**src/rtl/pipe_ctrl_pkg.sv**
```systemverilog
// Shared definitions for the pipeline stall/flush sequencer: FSM state
// encoding, register-index width and watchdog defaults.
package pipe_ctrl_pkg;

    localparam int REG_ADDR_W_DEF   = 5;
    localparam int WAIT_TIMEOUT_DEF = 255;
    localparam int WDOG_W           = 8;

    typedef enum logic [1:0] {
        HOLD      = 2'd0,
        RUN       = 2'd1,
        IMEM_WAIT = 2'd2,
        DMEM_WAIT = 2'd3
    } ctrl_state_e;

endpackage

```
**src/rtl/pipeline_hazard_ctrl_if.sv**
```systemverilog
// Bundle between the pipeline datapath (master: drives hazard sources and
// memory handshakes) and the hazard controller (slave: drives PC enable,
// per-stage stall/flush controls and status).
interface pipeline_hazard_ctrl_if
    import pipe_ctrl_pkg::*;
#(
    parameter int REG_ADDR_W = REG_ADDR_W_DEF
);
    logic                  JalD;
    logic                  BranchE;
    logic                  JalrE;
    logic                  MemToRegE;
    logic [REG_ADDR_W-1:0] RdE;
    logic [REG_ADDR_W-1:0] Rs1D;
    logic [REG_ADDR_W-1:0] Rs2D;
    logic                  imem_ready;
    logic                  dmem_req_M;
    logic                  dmem_ready;

    logic                  PCEn;
    logic                  StallD, StallE, StallM, StallW;
    logic                  FlushD, FlushE, FlushM, FlushW;
    logic                  mem_timeout;
    logic [1:0]            state_o;

    modport master (
        output JalD, BranchE, JalrE, MemToRegE, RdE, Rs1D, Rs2D,
               imem_ready, dmem_req_M, dmem_ready,
        input  PCEn, StallD, StallE, StallM, StallW,
               FlushD, FlushE, FlushM, FlushW, mem_timeout, state_o
    );

    modport slave (
        input  JalD, BranchE, JalrE, MemToRegE, RdE, Rs1D, Rs2D,
               imem_ready, dmem_req_M, dmem_ready,
        output PCEn, StallD, StallE, StallM, StallW,
               FlushD, FlushE, FlushM, FlushW, mem_timeout, state_o
    );
endinterface

```
**src/rtl/pipeline_hazard_ctrl_hazard_detect.sv**
```systemverilog
// Combinational load-use comparator: a load in EX whose destination feeds
// either ID source operand. x0 is hardwired zero and never creates a hazard.
module hazard_detect
    import pipe_ctrl_pkg::*;
#(
    parameter int REG_ADDR_W = REG_ADDR_W_DEF
) (
    input  logic                  memToRegE,
    input  logic [REG_ADDR_W-1:0] rdE,
    input  logic [REG_ADDR_W-1:0] rs1D,
    input  logic [REG_ADDR_W-1:0] rs2D,
    output logic                  loadUse
);

    assign loadUse = memToRegE && (rdE != '0) && ((rdE == rs1D) || (rdE == rs2D));

endmodule

```
**src/rtl/pipeline_hazard_ctrl.sv**
```systemverilog
// Central stall/flush sequencer for the 5-stage RV32I pipeline.
// Mealy outputs from a small FSM (post-reset hold, fetch wait, data wait)
// plus a sticky watchdog on data-memory waits.
// Optional build macro HAZARD_PERF_CNT_EN adds stall/flush/load-use counters.
module pipeline_hazard_ctrl
    import pipe_ctrl_pkg::*;
#(
    parameter int WAIT_TIMEOUT = WAIT_TIMEOUT_DEF,
    parameter int REG_ADDR_W   = REG_ADDR_W_DEF
) (
    input  logic clk,
    input  logic clear,
`ifdef HAZARD_PERF_CNT_EN
    output logic [31:0] stall_cycles,
    output logic [31:0] flush_events,
    output logic [31:0] lu_bubbles,
`endif
    pipeline_hazard_ctrl_if.slave hz
);

    ctrl_state_e       state, stateNext;
    logic [WDOG_W-1:0] wdogCnt;
    logic [WDOG_W:0]   wdogInc;
    logic              timeoutReg;

    logic loadUse;
    logic dmemStall;
    logic exRedirect;
    logic pcEn;
    logic stallD, stallE, stallM, stallW;
    logic flushD, flushE, flushM, flushW;

    hazard_detect #(
        .REG_ADDR_W(REG_ADDR_W)
    ) uHazardDetect (
        .memToRegE (hz.MemToRegE),
        .rdE       (hz.RdE),
        .rs1D      (hz.Rs1D),
        .rs2D      (hz.Rs2D),
        .loadUse   (loadUse)
    );

    assign dmemStall  = hz.dmem_req_M && !hz.dmem_ready;
    assign exRedirect = hz.BranchE || hz.JalrE;
    assign wdogInc    = {1'b0, wdogCnt} + {{WDOG_W{1'b0}}, 1'b1};

    // State register: clear parks the FSM in the one-cycle HOLD state.
    always_ff @(posedge clk) begin
        if (clear) begin
            state <= HOLD;
        end else begin
            state <= stateNext;
        end
    end

    // Next-state and stall/flush decode. RUN, IMEM_WAIT and DMEM_WAIT share
    // one priority chain: in DMEM_WAIT a still-pending access keeps all
    // stages frozen, and the completing cycle falls through to the normal
    // redirect/load-use/fetch rules so held redirects are acted on at once.
    always_comb begin
        stateNext = state;
        pcEn      = 1'b0;
        stallD    = 1'b0;
        stallE    = 1'b0;
        stallM    = 1'b0;
        stallW    = 1'b0;
        flushD    = 1'b0;
        flushE    = 1'b0;
        flushM    = 1'b0;
        flushW    = 1'b0;
        if (clear) begin
            stateNext = HOLD;
            {flushD, flushE, flushM, flushW} = 4'b1111;
        end else begin
            unique case (state)
                HOLD: begin
                    {flushD, flushE, flushM, flushW} = 4'b1111;
                    stateNext = RUN;
                end
                default: begin
                    if (dmemStall) begin
                        {stallD, stallE, stallM, stallW} = 4'b1111;
                        stateNext = DMEM_WAIT;
                    end else if (exRedirect) begin
                        pcEn      = 1'b1;
                        flushD    = 1'b1;
                        flushE    = 1'b1;
                        stateNext = RUN;
                    end else if (loadUse) begin
                        stallD    = 1'b1;
                        flushE    = 1'b1;
                        // A pending fetch stays pending across the bubble.
                        stateNext = (state == IMEM_WAIT && !hz.imem_ready) ? IMEM_WAIT : RUN;
                    end else if (hz.JalD) begin
                        pcEn      = 1'b1;
                        flushD    = 1'b1;
                        stateNext = RUN;
                    end else if (!hz.imem_ready) begin
                        flushD    = 1'b1;
                        stateNext = IMEM_WAIT;
                    end else begin
                        pcEn      = 1'b1;
                        stateNext = RUN;
                    end
                end
            endcase
        end
    end

    // Watchdog: count stalled DMEM_WAIT cycles, latch a sticky timeout flag.
    always_ff @(posedge clk) begin
        if (clear) begin
            wdogCnt    <= '0;
            timeoutReg <= 1'b0;
        end else if (state == DMEM_WAIT && dmemStall) begin
            if (wdogCnt != {WDOG_W{1'b1}}) begin
                wdogCnt <= wdogInc[WDOG_W-1:0];
            end
            if (wdogInc >= (WDOG_W+1)'(WAIT_TIMEOUT)) begin
                timeoutReg <= 1'b1;
            end
        end else begin
            wdogCnt <= '0;
        end
    end

`ifdef HAZARD_PERF_CNT_EN
    logic redirectAct;
    logic luAct;

    assign redirectAct = !clear && (state != HOLD) && !dmemStall &&
                         (exRedirect || (!loadUse && hz.JalD));
    assign luAct       = !clear && (state != HOLD) && !dmemStall && !exRedirect && loadUse;

    // Performance counters, free-running and wrapping.
    always_ff @(posedge clk) begin
        if (clear) begin
            stall_cycles <= '0;
            flush_events <= '0;
            lu_bubbles   <= '0;
        end else begin
            if (!pcEn && state != HOLD) stall_cycles <= stall_cycles + 32'd1;
            if (redirectAct)            flush_events <= flush_events + 32'd1;
            if (luAct)                  lu_bubbles   <= lu_bubbles + 32'd1;
        end
    end
`else
    // Counters are not built; no extra ports or state.
`endif

    assign hz.PCEn        = pcEn;
    assign hz.StallD      = stallD;
    assign hz.StallE      = stallE;
    assign hz.StallM      = stallM;
    assign hz.StallW      = stallW;
    assign hz.FlushD      = flushD;
    assign hz.FlushE      = flushE;
    assign hz.FlushM      = flushM;
    assign hz.FlushW      = flushW;
    assign hz.mem_timeout = timeoutReg && !clear;
    assign hz.state_o     = state;

endmodule

```
**src/flat_wrapper.sv**
```systemverilog
// flat-port wrapper written by rule: the top's interface ports become plain ports
module pipeline_hazard_ctrl_flat import pipe_ctrl_pkg::*;
#(
    parameter int WAIT_TIMEOUT = WAIT_TIMEOUT_DEF,
    parameter int REG_ADDR_W   = REG_ADDR_W_DEF
)
  (clk, clear, hz_JalD, hz_BranchE, hz_JalrE, hz_MemToRegE, hz_RdE, hz_Rs1D, hz_Rs2D, hz_imem_ready, hz_dmem_req_M, hz_dmem_ready, hz_PCEn, hz_StallD, hz_StallE, hz_StallM, hz_StallW, hz_FlushD, hz_FlushE, hz_FlushM, hz_FlushW, hz_mem_timeout, hz_state_o);
  pipeline_hazard_ctrl_if #(.REG_ADDR_W(REG_ADDR_W)) hz_i ();
  input  logic clk;
  input  logic clear;
  input wire logic [$bits(hz_i.JalD)-1:0] hz_JalD;
  input wire logic [$bits(hz_i.BranchE)-1:0] hz_BranchE;
  input wire logic [$bits(hz_i.JalrE)-1:0] hz_JalrE;
  input wire logic [$bits(hz_i.MemToRegE)-1:0] hz_MemToRegE;
  input wire logic [$bits(hz_i.RdE)-1:0] hz_RdE;
  input wire logic [$bits(hz_i.Rs1D)-1:0] hz_Rs1D;
  input wire logic [$bits(hz_i.Rs2D)-1:0] hz_Rs2D;
  input wire logic [$bits(hz_i.imem_ready)-1:0] hz_imem_ready;
  input wire logic [$bits(hz_i.dmem_req_M)-1:0] hz_dmem_req_M;
  input wire logic [$bits(hz_i.dmem_ready)-1:0] hz_dmem_ready;
  output wire logic [$bits(hz_i.PCEn)-1:0] hz_PCEn;
  output wire logic [$bits(hz_i.StallD)-1:0] hz_StallD;
  output wire logic [$bits(hz_i.StallE)-1:0] hz_StallE;
  output wire logic [$bits(hz_i.StallM)-1:0] hz_StallM;
  output wire logic [$bits(hz_i.StallW)-1:0] hz_StallW;
  output wire logic [$bits(hz_i.FlushD)-1:0] hz_FlushD;
  output wire logic [$bits(hz_i.FlushE)-1:0] hz_FlushE;
  output wire logic [$bits(hz_i.FlushM)-1:0] hz_FlushM;
  output wire logic [$bits(hz_i.FlushW)-1:0] hz_FlushW;
  output wire logic [$bits(hz_i.mem_timeout)-1:0] hz_mem_timeout;
  output wire logic [$bits(hz_i.state_o)-1:0] hz_state_o;
  assign hz_i.JalD = hz_JalD;
  assign hz_i.BranchE = hz_BranchE;
  assign hz_i.JalrE = hz_JalrE;
  assign hz_i.MemToRegE = hz_MemToRegE;
  assign hz_i.RdE = hz_RdE;
  assign hz_i.Rs1D = hz_Rs1D;
  assign hz_i.Rs2D = hz_Rs2D;
  assign hz_i.imem_ready = hz_imem_ready;
  assign hz_i.dmem_req_M = hz_dmem_req_M;
  assign hz_i.dmem_ready = hz_dmem_ready;
  assign hz_PCEn = hz_i.PCEn;
  assign hz_StallD = hz_i.StallD;
  assign hz_StallE = hz_i.StallE;
  assign hz_StallM = hz_i.StallM;
  assign hz_StallW = hz_i.StallW;
  assign hz_FlushD = hz_i.FlushD;
  assign hz_FlushE = hz_i.FlushE;
  assign hz_FlushM = hz_i.FlushM;
  assign hz_FlushW = hz_i.FlushW;
  assign hz_mem_timeout = hz_i.mem_timeout;
  assign hz_state_o = hz_i.state_o;
  pipeline_hazard_ctrl #(.WAIT_TIMEOUT(WAIT_TIMEOUT), .REG_ADDR_W(REG_ADDR_W)) u_core (.clk(clk), .clear(clear), .hz(hz_i));
endmodule
```
**config.mk**
```make
export PLATFORM = sky130hd
export DESIGN_NAME = pipeline_hazard_ctrl_flat
export DESIGN_NICKNAME = d
export VERILOG_FILES = /design/src/rtl/pipe_ctrl_pkg.sv /design/src/rtl/pipeline_hazard_ctrl_if.sv /design/src/rtl/pipeline_hazard_ctrl_hazard_detect.sv /design/src/rtl/pipeline_hazard_ctrl.sv /design/src/flat_wrapper.sv
export SDC_FILE = /design/constraint.sdc
export NUM_CORES = 1
export LEC_CHECK = 0
export ABC_AREA = 0
export CAP_MARGIN = 20
export CORE_AREA = 5 5 52 54
export DETAILED_ROUTE_END_ITERATION = 12
export DIE_AREA = 0 0 57 59
export GPL_ROUTABILITY_DRIVEN = 0
export HOLD_SLACK_MARGIN = 0.06
export PLACE_DENSITY_LB_ADDON = 0.1
export SLEW_MARGIN = 20
export SYNTH_ARGS = -nofsm -noshare
export SYNTH_HDL_FRONTEND = slang
export SYNTH_SLANG_ARGS = --single-unit
```
**constraint.sdc**
```tcl
create_clock -name clk -period 1.83 [get_ports clk]
set_input_delay 0.2745 -clock clk [delete_from_list [all_inputs] [get_ports clk]]
set_output_delay 0.2745 -clock clk [all_outputs]
set_load 0.02 [all_outputs]
```
-- Word level (Yosys, flattened, before mapping)
Cells that the tools add are included.
- add/subtract/negate cells: 1
- order comparisons: 1
- eq/ne operators: 5
- multiplexer cells: 35
- bitwise logic cells: 1
- reduce and logical (&&, ||, !) cells: 16
- operators by type and width (cell ; count):
    1-bit two-way mux ; 29
    2-bit two-way mux ; 6
    5-bit equality test ; 2
    8-bit by 1-bit adder with 9-bit output, second input constant ; 1
    9-bit by 8-bit >= comparator with 1-bit output, second input constant ; 1
    8-bit != test, second input constant ; 1
    1-bit logical AND ; 6
    5-bit nonzero test ; 1
    2-bit equality test, second input constant ; 2
    2-bit OR reduction ; 2
    1-bit logical NOT ; 3
    2-bit logical NOT ; 1
    1-bit logical OR ; 2
    2-bit AND reduction ; 1
    1-bit inverter ; 1
- register bits after elaboration: 11
- input port bits: 24
- output and inout bits: 12
- word-level logic and storage cells: 63

-- Longest topological paths before layout
Gate-level depths: netlist (run 1).
- depth in word-level cells: 8
- depth in mapped cells: 6
- mapped depth without buffers: 6

-- Cells and area by module
A second synthesis (run 1) with hierarchy kept.
- cell total of the unflattened synthesis: 104
- area total of the unflattened synthesis: 853.3 um^2
- modules (own cells, without submodules) (module ; instances ; cells an instance ; area each (um^2) ; sequential area each (um^2)):
    pipeline_hazard_ctrl ; 1 ; 87 ; 728.2 ; 220.2
    hazard_detect ; 1 ; 17 ; 125.1 ; 0.0

-- Worst setup path after synthesis (run 1)
Ideal clock, no wire load.
- path kind: input to output
- from: input port hz_RdE[0]
- to: output port hz_FlushD
- data arrival time: 1.630 ns
- required time: 1.556 ns
- setup slack: -0.074 ns
- cell stages on the path: 4
- buffers on the path: 0
- path through: or4_4 -> o21ai_4 -> nor2b_1 -> a211oi_1
- word-level cells in the longest chain between the ends: 8
- elaborated cells between the ends (all ways): 11
- those cells by class: eq/ne (2); mux (5); reduce/logical (4)
- RTL lines (item ; line ; source):
    start: declaration ; flat_wrapper.sv:15 ; input wire logic [$bits(hz_i.RdE)-1:0] hz_RdE;
    5-bit equality test / 5-bit nonzero test (equally long branches) ; pipeline_hazard_ctrl_hazard_detect.sv:15 ; assign loadUse = memToRegE && (rdE != '0) && ((rdE == rs1D) || (rdE == rs2D));
    1-bit logical OR / 1-bit logical AND (equally long branches) ; pipeline_hazard_ctrl_hazard_detect.sv:15 ;
    1-bit logical AND * ; pipeline_hazard_ctrl_hazard_detect.sv:15 ;
    1-bit two-way mux * ; pipeline_hazard_ctrl.sv:89 ; end else if (loadUse) begin
    1-bit two-way mux * ; pipeline_hazard_ctrl.sv:84 ; end else if (exRedirect) begin
    1-bit two-way mux * ; pipeline_hazard_ctrl.sv:81 ; if (dmemStall) begin
    1-bit two-way mux * ; pipeline_hazard_ctrl.sv:75 ; unique case (state)
    1-bit two-way mux * ; pipeline_hazard_ctrl.sv:71 ; if (clear) begin
    end: declaration ; flat_wrapper.sv:26 ; output wire logic [$bits(hz_i.FlushD)-1:0] hz_FlushD;
Mark *: on every way between the ends. The rest lies on a longest branch, timed or not.

-- Final worst setup path (run 1)
- from: input port hz_RdE[4]
- to: output port hz_FlushD
The elaborated chain is that of the path after synthesis.

==> flow_summary.json, run 1 <==
{
  "p_leak_nw": 0.589,
  "final-setup-viol-count": 0,
  "die_area_um2": 3360,
  "vias": 936,
  "final-hold-violation-count": 0,
  "cts-buffers-inserted": 3,
  "detail_route.iter0.violations": 14,
  "post_synth_most_frequent_cells": "13 x sky130_fd_sc_hd__xnor2_1, 12 x sky130_fd_sc_hd__nor2_1, 11 x sky130_fd_sc_hd__dfxtp_1",
  "grt_start_max_net_pins": 8,
  "power_report.internal_total_mw": 0.440,
  "critical_path.startpoint": "hz_RdE[4]",
  "number_of_synthesized_flops_with_an_enable_pin": 0,
  "cts_tree": "yes",
  "finalClockSkew_ns": 0.00175,
  "timing.critical_path.arrival_ns": 1.54,
  "crit_buf_inv": 2,
  "result_of_the_run": "complete, no violations",
  "met3_use_gr": 0.0632,
  "drv.max_cap_violation_count": 0,
  "clock_insertion_delay_worst_skew_ns": 0.27,
  "multiInputGateArea_um2": 607,
  "pwr-share-clk": 0.277,
  "seq_area_frac_synth": 0.272,
  "cp_data_required_time_ns": 1.56,
  "period_needed_ns": 1.81,
  "grt_pass1_wl_um": 4000,
  "total_nets_final": 191,
  "mappedNetlistNets": 126,
  "ys_types": 34,
  "pin_count": 36,
  "wirelength_um": 2380,
  "track_usage": 0.152,
  "num_antenna_cells": 0,
  "routedWlPerCell_um": 12.4,
  "chipHeight_um": 59,
  "gr-total-overflow": 0,
  "summed_instance_area_of_the_synthesized_netlist_um2": 811,
  "global_route.peak_usage_layer": "met2",
  "cts_root_buf": "sky130_fd_sc_hd__clkbuf_4",
  "final.hold.worst_slack_ns": 0.526,
  "cts_sink_count": 11,
  "initial_core_util": 0.374,
  "route.antenna.remaining_nets": 0,
  "avgViaCountPerCell": 4.88,
  "peakVddDrop_uv": 350,
  "critical_path.max_stage_delay_ns": 0.53,
  "sequential_power_share": 0.400,
  "synth_cells": 100,
  "rr_startpoint": "u_core.wdogCnt[0]",
  "ys_dominant_reg_cell": "sky130_fd_sc_hd__dfxtp_1",
  "clock_tree.buffer_depth": 2,
  "r2r_setup_slack_ns": 0.29,
  "holdCritPathClass": "reg -> reg",
  "pwr_density_cell_nw_per_um2": 427,
  "worst_path_max_delay_cell": "sky130_fd_sc_hd__or4_4",
  "timing.max_slew.rel_slack": 0.821,
  "design_power_total_mw": 0.610,
  "worstSetupEndpoint": "hz_FlushD",
  "asyncSetResetFlopFracSynth": 0,
  "rsz_0062_raised_after_global_routing": "true",
  "switching_share": 0.278,
  "number_of_design_rule_violations_left_after_detail_routing": 0,
  "row_count": 17,
  "r2r-end": "u_core.wdogCnt[1]",
  "layout.area.seq_um2": 220,
  "detailedRoute.firstPassIterationCount": 4,
  "worst_r2r_path_cells": 6,
  "synth-seq-cells": 11,
  "port_buffers": 35,
  "timing_max_transition_violations_final": 0,
  "post-route-period-util": 0.990,
  "fin_util": 0.658,
  "cp.depth": 6,
  "place.detailed.hpwl_um": 1830,
  "synth.most_common_cell": "sky130_fd_sc_hd__xnor2_1",
  "grt_pass1_vias": 970,
  "yosysTopAreaCellShare": 0.272,
  "final_area_um2": 1430,
  "cts.hold.buffers_added": 0,
  "switching_component_of_the_power_mw": 0.170,
  "max_clock_freq_ghz": 0.552,
  "path_class": "in -> out",
  "groute.layer.met1.usage": 0.145,
  "dieWidth_um": 57,
  "cpLargestDelayFamily": "simple AND/OR/NAND/NOR gates",
  "clock_slew_at_the_register_clock_pins_of_the_worst_setup_and_hold_paths_ns": 0.07,
  "global_route.usage.met2": 0.277,
  "synth.avg_cell_area_um2": 8.11,
  "tightest_slew_ns": 0.266,
  "worstPathMaxFanout": 5,
  "post_route_cells_drive_above_1_share": 0.378,
  "crit_path_cell_trace": "buf_8 -> or4_4 -> o21ai_4 -> nor2b_4 -> a211oi_2 -> buf_4",
  "final.fill_count": 185,
  "synthDominantAreaCellType": "sky130_fd_sc_hd__dfxtp_1",
  "placeable_area_um2": 2170,
  "worst_setup_path_end_kind": "output pin",
  "crit_path_start_kind": "input pin",
  "antenna_found_initial": 0,
  "synthToLayoutAreaGrowth_pct": 76.1,
  "synth_area_leaders": "sky130_fd_sc_hd__dfxtp_1 27%, sky130_fd_sc_hd__xnor2_1 14%, sky130_fd_sc_hd__nor2_1 5.6%",
  "yosys_warnings": 0,
  "placed_area_um2": 1340,
  "htree_num_levels": 1,
  "comb_power_share": 0.323
}
per-layer routing:
layer | up-vias | part of all wire
li1 | 483 | -
met1 | 414 | 0.40
met2 | 30 | 0.50
met3 | 9 | 0.075
met4 | 0 | 0.021
met5 | - | 0
logic make-up after synthesis:
family / count (synthesis) / synth area share
fa+ha+maj: 2 / 0.0309
flops: 11 / 0.272
simple gates: 43 / 0.275
buf+inv: 8 / 0.0509
mux: 2 / 0.0309
xor+xnor: 14 / 0.151
compound gates: 20 / 0.190
power groups by stage:
stage,sequential [mW],combinational (mW),clock [mW]
finish,0.244,0.197,0.169
global route,0.244,0.212,0.185
CTS,0.243,0.192,0.174
detailed placement,0.249,0.186,0
global placement,0.249,0.184,0
floorplan,0.253,0.0684,0
registers in the layout (all words and copies together), names as in the netlist:
signal and count:
u_core.timeoutReg 1, u_core.hz.state_o 2, u_core.wdogCnt 8
through the flow:
step                      setup WS, ns  cells  TNS (ns)
final                           0.0175    192         0
after global routing           -0.0354    192   -0.0546
after CTS                     -0.00436    191  -0.00436
after detailed placement        -0.896    182     -5.60
after global placement          -0.848    182     -5.36
after floorplan                -0.0744    100    -0.149
how the worst min path moves through the flow:
stage | startpoint | end | slack [ns] | cells past startpoint
floorplan | clear | u_core.hz.state_o[0] | 0.34 | 1
global placement | u_core.wdogCnt[4] | u_core.wdogCnt[4] | 0.50 | 2
detailed placement | u_core.wdogCnt[4] | u_core.wdogCnt[4] | 0.50 | 2
CTS | u_core.wdogCnt[4] | u_core.wdogCnt[4] | 0.52 | 2
global route | u_core.wdogCnt[4] | u_core.wdogCnt[4] | 0.57 | 2
finish | u_core.wdogCnt[4] | u_core.wdogCnt[4] | 0.53 | 2
tightest hold or removal path: stages, from the launching register on:
cell and delay (ns):
sky130_fd_sc_hd__dfxtp_1 0.34, sky130_fd_sc_hd__inv_1 0.08, sky130_fd_sc_hd__a211oi_1 0.06
timing repair:
action / in CTS / in global routing
endpoints found under the setup margin: 11 / 9
resized for setup: 75 / 15
pin swaps: 17 / 16
setup buffers: 5 / 1
layout make-up:
class,count,area share
multi-input combinational,81,0.425
timing repair buffer,63,0.365
sequential,11,0.154
tap,28,0.0245
clock buffer,4,0.0184
inverter,5,0.0131
cell usage in the layout (no fill, tap or decap), types with 3 or more instances in the layout:
cell type	n
sky130_fd_sc_hd__dfxtp_1	11
sky130_fd_sc_hd__nor2_1	9
sky130_fd_sc_hd__xnor2_1	13
sky130_fd_sc_hd__a211oi_2	3
sky130_fd_sc_hd__buf_4	32
sky130_fd_sc_hd__nand3_1	4
sky130_fd_sc_hd__a21oi_1	3
sky130_fd_sc_hd__clkdlybuf4s15_2	3
sky130_fd_sc_hd__clkdlybuf4s50_1	10
sky130_fd_sc_hd__inv_1	4
sky130_fd_sc_hd__dlygate4sd2_1	8
sky130_fd_sc_hd__clkbuf_2	4
sky130_fd_sc_hd__nand2_1	9
sky130_fd_sc_hd__clkbuf_4	3
No activity file was read; power rests on OpenSTA's default activity.
==> run 2: changes to the inputs <==
==> constraint.sdc (replaced) <==
create_clock -name clk -period 1.9 [get_ports clk]
set_input_delay 0.285 -clock clk [delete_from_list [all_inputs] [get_ports clk]]
set_output_delay 0.285 -clock clk [all_outputs]
set_load 0.02 [all_outputs]
==> run 2 against run 1 <==
Against the previous run: sequential cell count unchanged; first-iteration DRC count is 7.1% lower; setup slack better by 0.026 ns; sequential power is 4% lower; final area decreased by 1.9%; core utilization is 1.3 points lower; worst hold slack lost 0.0016 ns; largest power group unchanged; highest routed layer unchanged.
==> flow_summary.json, run 2 (synthesis gave the netlist of run 1 again) <==
{
  "worstPathMaxFanout": 5,
  "result_of_the_run": "complete, no violations",
  "clock_slew_at_the_register_clock_pins_of_the_worst_setup_and_hold_paths_ns": 0.07,
  "wirelength_um": 2380,
  "route.antenna.remaining_nets": 0,
  "multiInputGateArea_um2": 599,
  "antenna_found_initial": 0,
  "number_of_design_rule_violations_left_after_detail_routing": 0,
  "grt_pass1_wl_um": 4140,
  "post-route-period-util": 0.977,
  "routedWlPerCell_um": 12.6,
  "cp_data_required_time_ns": 1.62,
  "cts_tree": "yes",
  "holdCritPathClass": "reg -> reg",
  "detailedRoute.firstPassIterationCount": 4,
  "num_antenna_cells": 0,
  "timing.hold.worst_path_depth": 2,
  "place.detailed.hpwl_um": 1860,
  "clock_insertion_delay_worst_skew_ns": 0.27,
  "timing.critical_path.arrival_ns": 1.57,
  "final-setup-viol-count": 0,
  "pin_count": 36,
  "grt_start_max_net_pins": 8,
  "row_count": 17,
  "worst_setup_path_end_kind": "output pin",
  "final.fill_count": 214,
  "worst_r2r_path_cells": 6,
  "cts_sink_count": 11,
  "htree_num_levels": 1,
  "port_buffers": 35,
  "most_common_library_cell_in_the_layout_ignoring_fill_and_taps": "sky130_fd_sc_hd__buf_4",
  "max_clock_freq_ghz": 0.539,
  "dieWidth_um": 57,
  "p_leak_nw": 0.581,
  "timing_max_transition_violations_final": 0,
  "cts_root_buf": "sky130_fd_sc_hd__clkbuf_4",
  "clock_tree.buffer_depth": 2,
  "initial_core_util": 0.374,
  "dp.cells": 181,
  "finalClockSkew_ns": 0.00128,
  "total_nets_final": 188,
  "gr-total-overflow": 0,
  "crit_path_start_kind": "input pin",
  "cts-buffers-inserted": 3,
  "grt_pass1_vias": 993,
  "layout.area.seq_um2": 220,
  "synthToLayoutAreaGrowth_pct": 72.7,
  "rsz_0062_raised_after_global_routing": "true",
  "placeable_area_um2": 2170,
  "detail_route.iter0.violations": 13,
  "biggest_register": "u_core.wdogCnt",
  "peakVddDrop_uv": 427,
  "setup_total_negative_slack_ns": 0,
  "final-hold-violation-count": 0,
  "flip_flop_count_of_the_largest_register_after_layout": 8,
  "avgViaCountPerCell": 5.03,
  "drv.max_cap_violation_count": 0,
  "cts.hold.buffers_added": 0,
  "instances_no_fill": 189,
  "timing.max_slew.rel_slack": 0.796,
  "track_usage": 0.152,
  "period_needed_ns": 1.86,
  "chipHeight_um": 59,
  "post_route_cells_drive_above_1_share": 0.335,
  "tightest_slew_ns": 0.304,
  "pwr_density_cell_nw_per_um2": 417,
  "die_area_um2": 3360,
  "path_class": "in -> out",
  "most_used_cells_in_the_layout_excluding_fill_and_tap_cells": "27 x sky130_fd_sc_hd__buf_4, 13 x sky130_fd_sc_hd__xnor2_1, 11 x sky130_fd_sc_hd__dfxtp_1",
  "vias": 951
}
run 2: cell type report:
type / instances / share of cell area
Sequential cell: 11 / 0.157
Clock buffer: 4 / 0.0188
Timing Repair Buffer: 60 / 0.357
Multi-Input combinational cell: 81 / 0.428
Tap cell: 28 / 0.0250
Inverter: 5 / 0.0134
run 2: report_power, final:
group | switching (mW) | total (mW) | internal (mW)
registers | 0.00121 | 0.234 | 0.233
clock network | 0.0832 | 0.165 | 0.0815
logic | 0.0790 | 0.186 | 0.107
total | 0.163 | 0.585 | 0.421
run 2: timing repair:
item                                    in CTS  in global routing
pin swaps                                    3                 12
resized for setup                           63                 22
endpoints found under the setup margin      10                  8
setup buffers                                4                  0
run 2: critical path: stages:
cell and delay [ns]:
sky130_fd_sc_hd__buf_8 0.10, sky130_fd_sc_hd__or4_4 0.54, sky130_fd_sc_hd__o21ai_4 0.19, sky130_fd_sc_hd__nor2b_4 0.08, sky130_fd_sc_hd__a211oi_2 0.21, sky130_fd_sc_hd__buf_4 0.17
run 2: worst paths after layout:
kind	endpoint	slack, ns	startpoint
max reg2reg	u_core.wdogCnt[1]	0.24	u_core.wdogCnt[1]
min	u_core.wdogCnt[4]	0.52	u_core.wdogCnt[4]
max	hz_PCEn	0.04	hz_RdE[4]
min reg2reg	u_core.wdogCnt[4]	0.52	u_core.wdogCnt[4]
run 2: stage by stage:
| step | worst slack, ns | total power [mW] | hold slack, ns | cell area (um^2) | utilization |
|---|---|---|---|---|---|
| finish | 0.0432 | 0.585 | 0.525 | 1400 | 0.645 |
| global route | -0.00906 | 0.617 | 0.556 | 1400 | 0.645 |
| CTS | 0.00237 | 0.582 | 0.521 | 1380 | 0.634 |
| detailed placement | -0.878 | 0.419 | 0.508 | 1330 | 0.615 |
| floorplan | -0.0254 | 0.309 | 0.350 | 813 | - |
| global placement | -0.804 | 0.417 | 0.498 | 1330 | 0.615 |
run 2: metal layers:
metal | vias up | part of all wire | GRT usage
met4 | 0 | 0.017 | 0.0563
met5 | - | 0 | 0
met3 | 6 | 0.064 | 0.0501
met1 | 435 | 0.41 | 0.161
met2 | 27 | 0.51 | 0.281
li1 | 483 | - | -
==> run 3: changes to the inputs <==
--- a/config.mk
+++ b/config.mk
@@ -13,6 +13,7 @@
 export GPL_ROUTABILITY_DRIVEN = 0
 export HOLD_SLACK_MARGIN = 0.06
 export PLACE_DENSITY_LB_ADDON = 0.1
+export SKIP_LAST_GASP = 1
 export SLEW_MARGIN = 20
 export SYNTH_ARGS = -nofsm -noshare
 export SYNTH_HDL_FRONTEND = slang
==> run 3 against run 2 <==
Against the previous run: worst hold slack better by 0.0015 ns; power fell by 1.1%; clock-buffer cell count unchanged; critical path depth unchanged; sequential cell count unchanged; final area decreased by 1.2%; core utilization shrank 0.75 points; clock skew up 0.0018 ns; via count increased by 0.53%; sequential share of layout area up 0.18 points; first-iteration DRC count down 38%; fmax down 2.2%; critical endpoint unchanged; largest power group unchanged.
==> flow_summary.json, run 3 (synthesis gave the netlist of run 1 again) <==
{
  "result_of_the_run": "complete, no violations",
  "sequential_power_share": 0.405,
  "met3_use_gr": 0.0501,
  "cts-buffers-inserted": 3,
  "worst_setup_path_end_kind": "output pin",
  "chipHeight_um": 59,
  "post-route-period-util": 0.999,
  "die_area_um2": 3360,
  "biggest_register": "u_core.wdogCnt",
  "power_report.internal_total_mw": 0.417,
  "period_needed_ns": 1.90,
  "rsz_0062_raised_after_global_routing": "true",
  "cts_sink_count": 11,
  "switching_component_of_the_power_mw": 0.161,
  "most_used_cells_in_the_layout_excluding_fill_and_tap_cells": "26 x sky130_fd_sc_hd__buf_4, 13 x sky130_fd_sc_hd__xnor2_1, 11 x sky130_fd_sc_hd__dlygate4sd2_1, 11 x sky130_fd_sc_hd__dfxtp_1",
  "detail_route.iter0.violations": 8,
  "switching_share": 0.279,
  "pin_count": 36,
  "wirelength_um": 2340,
  "row_count": 17,
  "crit_path_start_kind": "input pin",
  "detailedRoute.firstPassIterationCount": 4,
  "placeable_area_um2": 2170,
  "cp_data_required_time_ns": 1.62,
  "synthToLayoutAreaGrowth_pct": 70.7,
  "avgViaCountPerCell": 5.06,
  "critical-path-top-cell-by-count": "sky130_fd_sc_hd__buf_2",
  "final-hold-violation-count": 0,
  "cts_root_buf": "sky130_fd_sc_hd__clkbuf_4",
  "htree_num_levels": 1,
  "timing.critical_path.arrival_ns": 1.61,
  "finalClockSkew_ns": 0.00313,
  "cts.hold.buffers_added": 0,
  "comb_power_share": 0.311,
  "most_common_library_cell_in_the_layout_ignoring_fill_and_taps": "sky130_fd_sc_hd__buf_4",
  "grt_pass1_wl_um": 4050,
  "p_leak_nw": 0.592,
  "max_clock_freq_ghz": 0.527,
  "dp.cells": 181,
  "post_route_cells_drive_above_1_share": 0.323,
  "timing.max_slew.rel_slack": 0.793,
  "worstPathMaxFanout": 5,
  "clock_tree.buffer_depth": 2,
  "timing_max_transition_violations_final": 0,
  "cts_tree": "yes",
  "global_route.peak_usage_layer": "met2",
  "path_class": "in -> out",
  "routedWlPerCell_um": 12.4,
  "dieWidth_um": 57,
  "final_area_um2": 1380,
  "grt_pass1_vias": 985,
  "clock_insertion_delay_worst_skew_ns": 0.28,
  "total_nets_final": 188,
  "number_of_design_rule_violations_left_after_detail_routing": 0,
  "global_route.usage.met2": 0.276,
  "worst_path_max_delay_cell": "sky130_fd_sc_hd__or4_4",
  "vias": 956,
  "pwr-share-clk": 0.284,
  "gr-total-overflow": 0,
  "instances_no_fill": 189,
  "track_usage": 0.149,
  "placed_area_um2": 1330,
  "final-setup-viol-count": 0,
  "tightest_slew_ns": 0.309,
  "groute.layer.met1.usage": 0.156,
  "port_buffers": 35,
  "peakVddDrop_uv": 421,
  "clock_slew_at_the_register_clock_pins_of_the_worst_setup_and_hold_paths_ns": 0.07,
  "initial_core_util": 0.374,
  "critical_path.max_stage_delay_ns": 0.54,
  "num_antenna_cells": 0,
  "antenna_found_initial": 0,
  "drv.max_cap_violation_count": 0,
  "pwr_density_cell_nw_per_um2": 418,
  "route.antenna.remaining_nets": 0,
  "flip_flop_count_of_the_largest_register_after_layout": 8,
  "place.detailed.hpwl_um": 1860,
  "holdCritPathClass": "reg -> reg",
  "grt_start_max_net_pins": 8,
  "crit_path_cell_trace": "buf_2 -> or4_4 -> o21ai_4 -> nor2b_4 -> a211oi_1 -> buf_2"
}
## run 3: through the flow
stage	utilization	setup WS, ns	setup TNS (ns)	power, mW	hold WS (ns)
after floorplan	-	-0.0254	-0.0508	0.309	0.350
after global placement	0.615	-0.804	-4.82	0.417	0.498
after detailed placement	0.615	-0.878	-4.92	0.419	0.508
after CTS	0.636	-0.0263	-0.0263	0.583	0.521
after global routing	0.638	-0.0367	-0.0781	0.612	0.556
final	0.638	0.00213	0	0.578	0.526
## run 3: layout make-up
type	count	area [um^2]
Clock buffer	4	26.3
Tap cell	28	35.0
Inverter	5	18.8
Multi-Input combinational cell	81	594
Sequential cell	11	220
Fill cell	217	786
Timing Repair Buffer	60	489
## run 3: timing repair
action                     CTS  global route
setup buffers                4             0
pin swaps                    1            10
resized for setup           61            11
setup endpoints to repair   10             8
hold endpoints to repair     0             0
## run 3: power by group through the flow
stage | Clock, mW | Sequential, mW | Combinational (mW)
2_1_floorplan | 0 | 0.244 | 0.0659
3_3_place_gp | 0 | 0.239 | 0.178
3_5_place_dp | 0 | 0.240 | 0.179
4_1_cts | 0.170 | 0.234 | 0.179
5_1_grt | 0.183 | 0.234 | 0.195
6_report | 0.164 | 0.234 | 0.180
## run 3: routing by layer
layer  vias up  part of all wire
li1        484                 -
met1       441              0.41
met2        26              0.51
met3         5             0.067
met4         0             0.015
met5         -                 0
## run 3: worst max-delay path, delay by kind of cell
family / cells / cell delay (ns)
and+or+nand+nor: 2 / 0.62
AOI/OAI and AO/OA: 2 / 0.38
buffers and inverters: 2 / 0.32
## run 3: path summary, 6_finish.rpt
path                     start                end  slack, ns  depth (start not counted)
max                  hz_RdE[0]            hz_PCEn      0.002                          6
min          u_core.wdogCnt[4]  u_core.wdogCnt[4]       0.53                          2
max reg2reg  u_core.wdogCnt[1]  u_core.wdogCnt[1]       0.24                          6
min reg2reg  u_core.wdogCnt[4]  u_core.wdogCnt[4]       0.53                          2
